## src/rtl/tdm_pkg.sv

```systemverilog
`default_nettype none
// ============================================================================
// Module      : tdm_pkg
// Description : Shared slot encodings and types for the 4-slot TDM receiver.
// Revision    : 1.0
// ============================================================================
package tdm_pkg;

    localparam int SLOT_CNT_W = 2;

    typedef logic [SLOT_CNT_W-1:0] slot_t;

    localparam slot_t SLOT_W = 2'd0;
    localparam slot_t SLOT_X = 2'd1;
    localparam slot_t SLOT_Y = 2'd2;
    localparam slot_t SLOT_Z = 2'd3;

endpackage
`default_nettype wire

```

## src/rtl/tdm_slot_tracker.sv

```systemverilog
`default_nettype none
// ============================================================================
// Module      : tdm_slot_tracker
// Description : Slot counter, lock flag and mid-frame sync error detection.
// Revision    : 1.0
// ============================================================================
module tdm_slot_tracker
    import tdm_pkg::*;
(
    input  logic  clk,
    input  logic  rst,
    input  logic  i_en,
    input  logic  i_sync,
    output slot_t o_cnt,
    output logic  o_capture,
    output slot_t o_capture_slot,
    output logic  o_frame_done,
    output logic  o_sync_err
);

    slot_t r_cnt;
    logic  r_locked;
    logic  r_sync_err;

    logic  w_resync;
    logic  w_normal;
    logic  w_err;

    // A sync restarts the frame unless it lands exactly on slot 0 while locked.
    assign w_resync = i_en & i_sync & (~r_locked | (r_cnt != SLOT_W));
    assign w_err    = w_resync & r_locked;
    assign w_normal = i_en & r_locked & ~w_resync;

    assign o_frame_done   = w_normal & (r_cnt == SLOT_Z);
    assign o_capture      = w_resync | (w_normal & (r_cnt != SLOT_Z));
    assign o_capture_slot = w_resync ? SLOT_W : r_cnt;
    assign o_cnt          = r_cnt;
    assign o_sync_err     = r_sync_err;

    always_ff @(posedge clk) begin
        if (rst) begin
            r_cnt      <= SLOT_W;
            r_locked   <= 1'b0;
            r_sync_err <= 1'b0;
        end else begin
            r_sync_err <= w_err;
            if (w_resync) begin
                r_cnt    <= SLOT_X;
                r_locked <= 1'b1;
            end else if (w_normal) begin
                r_cnt <= r_cnt + 2'd1;
            end
        end
    end

endmodule
`default_nettype wire

```

## src/rtl/tdm_demux1to4.sv

```systemverilog
`default_nettype none
// ============================================================================
// Module      : tdm_demux1to4
// Description : 4-slot TDM receiver; rebuilds w,x,y,z from a serial stream.
// Revision    : 1.0
// ============================================================================
module tdm_demux1to4
    import tdm_pkg::*;
#(
    parameter int WIDTH = 1
) (
    input  logic             clk,
    input  logic             rst,
    input  logic             en,
    input  logic             sync,
    input  logic [WIDTH-1:0] din,
    output logic [WIDTH-1:0] w,
    output logic [WIDTH-1:0] x,
    output logic [WIDTH-1:0] y,
    output logic [WIDTH-1:0] z,
    output logic             s1,
    output logic             s0,
    output logic             frame_valid,
    output logic             sync_err
);

    slot_t w_cnt;
    logic  w_capture;
    slot_t w_capture_slot;
    logic  w_frame_done;

    logic [WIDTH-1:0] r_sh0;
    logic [WIDTH-1:0] r_sh1;
    logic [WIDTH-1:0] r_sh2;

    tdm_slot_tracker u_tracker (
        .clk            (clk),
        .rst            (rst),
        .i_en           (en),
        .i_sync         (sync),
        .o_cnt          (w_cnt),
        .o_capture      (w_capture),
        .o_capture_slot (w_capture_slot),
        .o_frame_done   (w_frame_done),
        .o_sync_err     (sync_err)
    );

    assign s1 = w_cnt[1];
    assign s0 = w_cnt[0];

    always_ff @(posedge clk) begin
        if (rst) begin
            r_sh0       <= '0;
            r_sh1       <= '0;
            r_sh2       <= '0;
            w           <= '0;
            x           <= '0;
            y           <= '0;
            z           <= '0;
            frame_valid <= 1'b0;
        end else begin
            frame_valid <= w_frame_done;
            if (w_capture) begin
                case (w_capture_slot)
                    SLOT_W:  r_sh0 <= din;
                    SLOT_X:  r_sh1 <= din;
                    default: r_sh2 <= din;
                endcase
            end
            // Slot 3 goes straight to z so all four channels update together.
            if (w_frame_done) begin
                w <= r_sh0;
                x <= r_sh1;
                y <= r_sh2;
                z <= din;
            end
        end
    end

endmodule
`default_nettype wire

```

## config.mk

```make
export PLATFORM = sky130hd
export DESIGN_NAME = tdm_demux1to4
export DESIGN_NICKNAME = d
export VERILOG_FILES = /design/src/rtl/tdm_pkg.sv /design/src/rtl/tdm_slot_tracker.sv /design/src/rtl/tdm_demux1to4.sv
export SDC_FILE = /design/constraint.sdc
export NUM_CORES = 1
export LEC_CHECK = 0
export CORE_MARGIN = 2
export CORE_UTILIZATION = 30
export DETAILED_ROUTE_END_ITERATION = 8
export PLACE_DENSITY_LB_ADDON = 0.2
export SLEW_MARGIN = 25
export SYNTH_ARGS = -nofsm -noshare
export SYNTH_HDL_FRONTEND = slang
export SYNTH_HIERARCHICAL = 1
export SYNTH_SLANG_ARGS = --single-unit
```

## constraint.sdc

```tcl
create_clock -name clk -period 2.35 [get_ports clk]
set_input_delay 0.47 -clock clk [delete_from_list [all_inputs] [get_ports clk]]
set_output_delay 0.47 -clock clk [all_outputs]
set_load 0.02 [all_outputs]
```

# ---- Word-level counts from Yosys, hierarchy flattened
# Cells that the tools add are included.
# W data, S select, Z words.
dict set report word_totals {
  reg_bits 12
  latch_bits 0
  ram_bits 0
  romBits 0
  in_bits 5
  out_inout_bits 8
  word_cells 39
  memories 0
}
dict set report op_classes {
  addsub 1
  n_mul 0
  div 0
  magnitude_cmp 0
  eq_ne 3
  shifts 0
  n_mux 3
  bitwise_logic 12
  n_reduce_logical 8
}
# operator count
set ops {}
lappend ops {{$and A1 B1 Y1} 7}
lappend ops {{$reduce_and A2 Y1} 3}
lappend ops {{$reduce_bool A2 Y1} 2}
lappend ops {{$reduce_or A2 Y1} 2}
lappend ops {{$not A1 Y1} 3}
lappend ops {{$add A2 B1 Y2 const B} 1}
lappend ops {{$eq A2 B1 Y1 const B} 1}
lappend ops {{$eq A2 B2 Y1 const B} 1}
lappend ops {{$logic_not A2 Y1} 1}
lappend ops {{$mux W1} 2}
lappend ops {{$mux W2} 1}
lappend ops {{$ne A2 B2 Y1 const B} 1}
lappend ops {{$or A1 B1 Y1} 2}

# ---- Longest topological paths before layout
dict set report logic_depth {
  word_depth 8
  ltp_mapped 7
  ltp_nobuf 6
}

# ---- Modules after synthesis
# The synthesis kept the hierarchy.
# module n_inst cells_each area_per_inst_um2 seq_area_each_um2
set modules_own_cells {}
lappend modules_own_cells {tdm_demux1to4 1 29 326.6 160.2}
lappend modules_own_cells {tdm_slot_tracker 1 27 252.7 80.1}

# ---- Worst setup path after synthesis
# No wires, ideal clock.
dict set report synth_path {
  path_type {reg2reg}
  start {register u_tracker.r_cnt[0], in the netlist u_tracker/o_cnt[0]}
  end {register r_sh0}
  setup_ns 0.072
  t_arrival_ns 1.483
  t_required_ns 2.278
  setup_slack_ns 0.796
  stages_incl_launch_ff 7
  n_path_buf 0
  synth_period_minus_slack_ns 1.554
  path_cell_list {dfxtp_1 -> inv_1 -> ha_1 -> nand2_1 -> o2bb2ai_1 -> nor3b_2 -> mux2i_1}
}
dict set report synth_between {
  elab_chain_len 8
  elab_cells_between_ends 11
  cone_classes {eq/ne (1); mux (1); bitwise (6); reduce/logical (3)}
}
# item line
set synth_lines {}
lappend synth_lines {{start, declared} tdm_slot_tracker.sv:21} ;# slot_t r_cnt;
lappend synth_lines {{start signal, assigned} tdm_slot_tracker.sv:51} ;# r_cnt <= r_cnt + 2'd1;
lappend synth_lines {{$reduce_bool A2 Y1} tdm_slot_tracker.sv:30} ;# assign w_resync = i_en & i_sync & (~r_locked | (r_cnt != SLOT_W));
lappend synth_lines {{$or A1 B1 Y1} tdm_slot_tracker.sv:30}
lappend synth_lines {{$and A1 B1 Y1} tdm_slot_tracker.sv:30}
lappend synth_lines {{$not A1 Y1} tdm_slot_tracker.sv:32} ;# assign w_normal = i_en & r_locked & ~w_resync;
lappend synth_lines {{$and A1 B1 Y1} tdm_slot_tracker.sv:32}
lappend synth_lines {{$and A1 B1 Y1} tdm_slot_tracker.sv:35} ;# assign o_capture = w_resync | (w_normal & (r_cnt != SLOT_Z));
lappend synth_lines {{$or A1 B1 Y1 (*)} tdm_slot_tracker.sv:35}
lappend synth_lines {{net w_capture} tdm_demux1to4.sv:28} ;# logic w_capture;
lappend synth_lines {{$reduce_and A2 Y1 (no source line) (*)} -}
lappend synth_lines {{end signal, assigned} tdm_demux1to4.sv:65} ;# SLOT_W: r_sh0 <= din;
lappend synth_lines {{end, declared} tdm_demux1to4.sv:32} ;# logic [WIDTH-1:0] r_sh0;
# The timed path passes the listed nets; every way through them passes the cells marked *.
# A chain may end at the register's enable or synchronous reset.

# ---- Worst setup path in the final report
dict set report layout_path {
  start {register u_tracker.r_cnt[0], in the netlist u_tracker/o_cnt[0]}
  end {output s0}
}
# item line
set layout_rtl {}
lappend layout_rtl {{end, declared} tdm_demux1to4.sv:22} ;# output logic s0,
# No word-level cell between the ends.

==> qor.json <==
{
  "worst_slew_margin_rel": {"value": 0.699},
  "swShare": {"value": 0.227},
  "critical_path.cell_chain": {"value": "clkdlybuf4s50_1"},
  "max_slew.worst_pin.slew": {"value": 0.449, "unit": "ns"},
  "syn_to_final_growth": {"value": 28.5, "unit": "%"},
  "detailedPlacementHpwl": {"value": 700, "unit": "um"},
  "timing.final.crit_share": {"value": 0.737},
  "clkLatencyLatePin": {"value": 0.27, "unit": "ns"},
  "post_synth_most_frequent_cells": {"value": "sky130_fd_sc_hd__dfxtp_1 (12), sky130_fd_sc_hd__mux2i_1 (6), sky130_fd_sc_hd__a21oi_1 (5), sky130_fd_sc_hd__nor2_1 (5)"},
  "start_util": {"value": 0.328},
  "ys.warnings.count": {"value": 6},
  "numCtsBuffers": {"value": 3},
  "core_region_area": {"value": 0.00176, "unit": "mm2"},
  "fin_crit": {"value": 1.73, "unit": "ns"},
  "cp.required": {"value": 1.88, "unit": "ns"},
  "first_pass_iters": {"value": 2},
  "critPathMaxStageDelay": {"value": 0.62, "unit": "ns"},
  "place.gp.congestion": {"value": 0.651},
  "die_w": {"value": 47.9, "unit": "um"},
  "vias": {"value": 416},
  "finish.net_count": {"value": 78},
  "fin_cells": {"value": 95},
  "finalWorstSetupSlack": {"value": 0.617, "unit": "ns"},
  "sequentialPowerShare": {"value": 0.506},
  "irDropWorstVdd": {"value": 0.240, "unit": "mV"},
  "postSynthRegisterBits": {"value": 12},
  "synth.cell_area": {"value": 579, "unit": "um2"},
  "crit_path_slowest_cell": {"value": "sky130_fd_sc_hd__clkdlybuf4s50_1"},
  "grt_start_max_net_pins": {"value": 14},
  "dp_worst_setup_slack": {"value": 0.395, "unit": "ns"},
  "crit_path_start_kind": {"value": "flop"},
  "syn-num-nets": {"value": 63},
  "leakagePower": {"value": 0.279, "unit": "nW"},
  "maximum_count_of_clock_buffers_along_a_single_path": {"value": 2},
  "synth_area_leaders": {"value": "sky130_fd_sc_hd__dfxtp_1 (41%), sky130_fd_sc_hd__mux2i_1 (10%), sky130_fd_sc_hd__a221oi_2 (5.2%), sky130_fd_sc_hd__a21oi_1 (4.3%), sky130_fd_sc_hd__ha_1 (4.3%)"},
  "run_status": {"value": "finished, final reports clean"},
  "placed_cells": {"value": 91},
  "cts_hold_buffers": {"value": 0},
  "p_comb_frac": {"value": 0.108},
  "clock_tree.root_cell": {"value": "sky130_fd_sc_hd__clkbuf_4"},
  "post_route_cells_drive_above_1_share": {"value": 0.171},
  "rows": {"value": 15},
  "detail_route.wirelength": {"value": 931, "unit": "um"},
  "setup_total_negative_slack": {"value": 0, "unit": "ns"},
  "finalSetupViolations": {"value": 0},
  "dr.first_iter.drc_count": {"value": 3},
  "cell_count_after_synthesis": {"value": 56},
  "first_global_vias": {"value": 361},
  "viasPerCell": {"value": 4.38},
  "ys_dominant_reg_cell": {"value": "sky130_fd_sc_hd__dfxtp_1"},
  "synth.top_cell.area_share": {"value": 0.415},
  "maxSlewViolCount": {"value": 0},
  "io_pins": {"value": 13},
  "overall_fraction_of_global_route_tracks_in_use": {"value": 0.0987},
  "synth.largest_area_cell": {"value": "sky130_fd_sc_hd__dfxtp_1"},
  "internal_power": {"value": 0.000325, "unit": "W"},
  "clock_skew": {"value": 0.00320, "unit": "ns"},
  "cts_max_level": {"value": 1},
  "postCtsSetupBuffers": {"value": 0},
  "switching_power": {"value": 0.0000954, "unit": "W"},
  "fmaxAchievable": {"value": 0.577, "unit": "GHz"},
  "worst_setup_hold_path_clk_slew": {"value": 0.08, "unit": "ns"},
  "asyncSetResetFlopFracSynth": {"value": 0},
  "p_clk_frac": {"value": 0.386},
  "rsz_0062_raised_after_global_routing": {"value": "false"},
  "die_area": {"value": 0.00230, "unit": "mm2"},
  "n_antenna_cell": {"value": 0},
  "antenna_left": {"value": 0},
  "synth_seq_area_share": {"value": 0.415},
  "fillCellCount": {"value": 186},
  "max-cap-violations": {"value": 0},
  "power_density": {"value": 564, "unit": "mW/mm2"},
  "worstHoldPathType": {"value": "reg -> reg"},
  "grt_first_pass_wirelength": {"value": 1500, "unit": "um"},
  "worstPathArrival": {"value": 1.26, "unit": "ns"},
  "tritoncts": {"value": "built"},
  "critPathMaxFanout": {"value": 4},
  "avgRoutedWirePerCell": {"value": 9.80, "unit": "um"},
  "drc": {"value": 0},
  "globalRouteOverflowTotal": {"value": 0},
  "hold_viol": {"value": 0},
  "synth_edf_count": {"value": 0},
  "timing.critical_path.buf_inv": {"value": 1},
  "numClockSinks": {"value": 12},
  "netlist-cell-type-count": {"value": 22},
  "critPathCaptureType": {"value": "output pin"},
  "die_height": {"value": 47.9, "unit": "um"},
  "synth.avg_cell_area": {"value": 10.3, "unit": "um2"},
  "buffer_ports.inserted": {"value": 12},
  "synthMostInstantiatedCell": {"value": "sky130_fd_sc_hd__dfxtp_1"},
  "initial_antenna_violation_count": {"value": 0},
  "path_delay_family": {"value": "buffers and inverters"},
  "path_class": {"value": "reg -> out"},
  "post_cts_resize_count": {"value": 0}
}
[per-stage QoR]
| stage | utilization | instance area (um2) | total power (W) | hold slack, ns |
|---|---|---|---|---|
| floorplan | - | 579 | 0.000248 | 0.448 |
| global placement | 0.401 | 708 | 0.000263 | 0.467 |
| detailed placement | 0.401 | 708 | 0.000263 | 0.470 |
| CTS | 0.422 | 744 | 0.000429 | 0.489 |
| global route | 0.422 | 744 | 0.000446 | 0.513 |
| finish | 0.422 | 744 | 0.000420 | 0.484 |
[metal layers]
layer | routed length (um) | up-vias | share of wire | track usage
met5 | 0 | - | 0 | 0
met3 | 35 | 2 | 0.038 | 0.0377
met1 | 481 | 184 | 0.52 | 0.133
met2 | 402 | 5 | 0.43 | 0.120
li1 | - | 225 | - | -
met4 | 12 | 0 | 0.013 | 0.0811
[placed cells by master, fill, tap and decap left out]
cell | netlist | routed
sky130_fd_sc_hd__nand2b_4 | 1 | 1
sky130_fd_sc_hd__a221oi_2 | 2 | 2
sky130_fd_sc_hd__nor2b_1 | 1 | 1
sky130_fd_sc_hd__inv_1 | 2 | 2
sky130_fd_sc_hd__o2bb2ai_1 | 1 | 1
sky130_fd_sc_hd__mux2i_1 | 6 | 6
sky130_fd_sc_hd__nand3_1 | 3 | 3
sky130_fd_sc_hd__nor2_1 | 5 | 5
sky130_fd_sc_hd__buf_4 | 1 | 1
sky130_fd_sc_hd__clkbuf_8 | 0 | 1
sky130_fd_sc_hd__clkdlybuf4s50_1 | 0 | 12
sky130_fd_sc_hd__clkbuf_4 | 0 | 3
sky130_fd_sc_hd__and2_4 | 1 | 1
sky130_fd_sc_hd__ha_1 | 2 | 2
sky130_fd_sc_hd__o21ai_1 | 1 | 1
sky130_fd_sc_hd__nand2_1 | 2 | 2
sky130_fd_sc_hd__nand3b_1 | 1 | 1
sky130_fd_sc_hd__and3_1 | 1 | 1
sky130_fd_sc_hd__a21bo_2 | 2 | 2
sky130_fd_sc_hd__dfxtp_1 | 12 | 12
sky130_fd_sc_hd__and4bb_1 | 1 | 1
sky130_fd_sc_hd__nor3b_2 | 1 | 1
sky130_fd_sc_hd__a21oi_1 | 5 | 5
sky130_fd_sc_hd__nand2b_1 | 3 | 3
[worst min-delay path: stages, from the launching register on]
cell and delay (ns):
sky130_fd_sc_hd__dfxtp_1 0.32, sky130_fd_sc_hd__nand2b_1 0.06, sky130_fd_sc_hd__mux2i_1 0.06
[cells by family after synthesis]
| kind of cell | share of synthesized area |
|---|---|
| buf+inv | 0.0648 |
| flops | 0.415 |
| compound gates | 0.153 |
| simple gates | 0.220 |
| fa+ha+maj | 0.0432 |
| mux | 0.104 |
[registers in the layout (all words and copies together), names as in the netlist]
| name | flops |
|---|---|
| r_sh0 | 1 |
| w | 1 |
| u_tracker/o_sync_err | 1 |
| y | 1 |
| u_tracker/r_locked | 1 |
| u_tracker/o_cnt | 2 |
| z | 1 |
| frame_valid | 1 |
| r_sh2 | 1 |
| x | 1 |
| r_sh1 | 1 |
[area by class of cell]
| class | instances | area, um2 | share of cell area |
|---|---|---|---|
| Inverter | 2 | 7.51 | 0.0101 |
| Sequential cell | 12 | 240 | 0.323 |
| Tap cell | 25 | 31.3 | 0.0420 |
| Clock buffer | 4 | 36.3 | 0.0487 |
| Multi-Input combinational cell | 39 | 302 | 0.405 |
| Timing Repair Buffer | 13 | 128 | 0.171 |
[power groups by stage]
| stage | clock [W] | combinational (W) | sequential, W |
|---|---|---|---|
| 6_report | 0.000162 | 0.0000454 | 0.000213 |
| 5_1_grt | 0.000182 | 0.0000500 | 0.000214 |
| 4_1_cts | 0.000170 | 0.0000460 | 0.000213 |
| 3_5_place_dp | 0 | 0.0000459 | 0.000217 |
| 3_3_place_gp | 0 | 0.0000460 | 0.000217 |
| 2_1_floorplan | 0 | 0.0000311 | 0.000217 |
[path summary, 6_finish.rpt]
kind / from / to / slack (ns) / cells past startpoint
worst max-delay path: u_tracker/o_cnt[0] / s0 / 0.62 / 1
worst max register to register: u_tracker/o_cnt[0] / r_sh0 / 0.81 / 6
worst min-delay path: r_sh0 / r_sh0 / 0.48 / 2
worst min register to register: r_sh0 / r_sh0 / 0.48 / 2
Note: power is estimated with default switching activity, not from simulation.
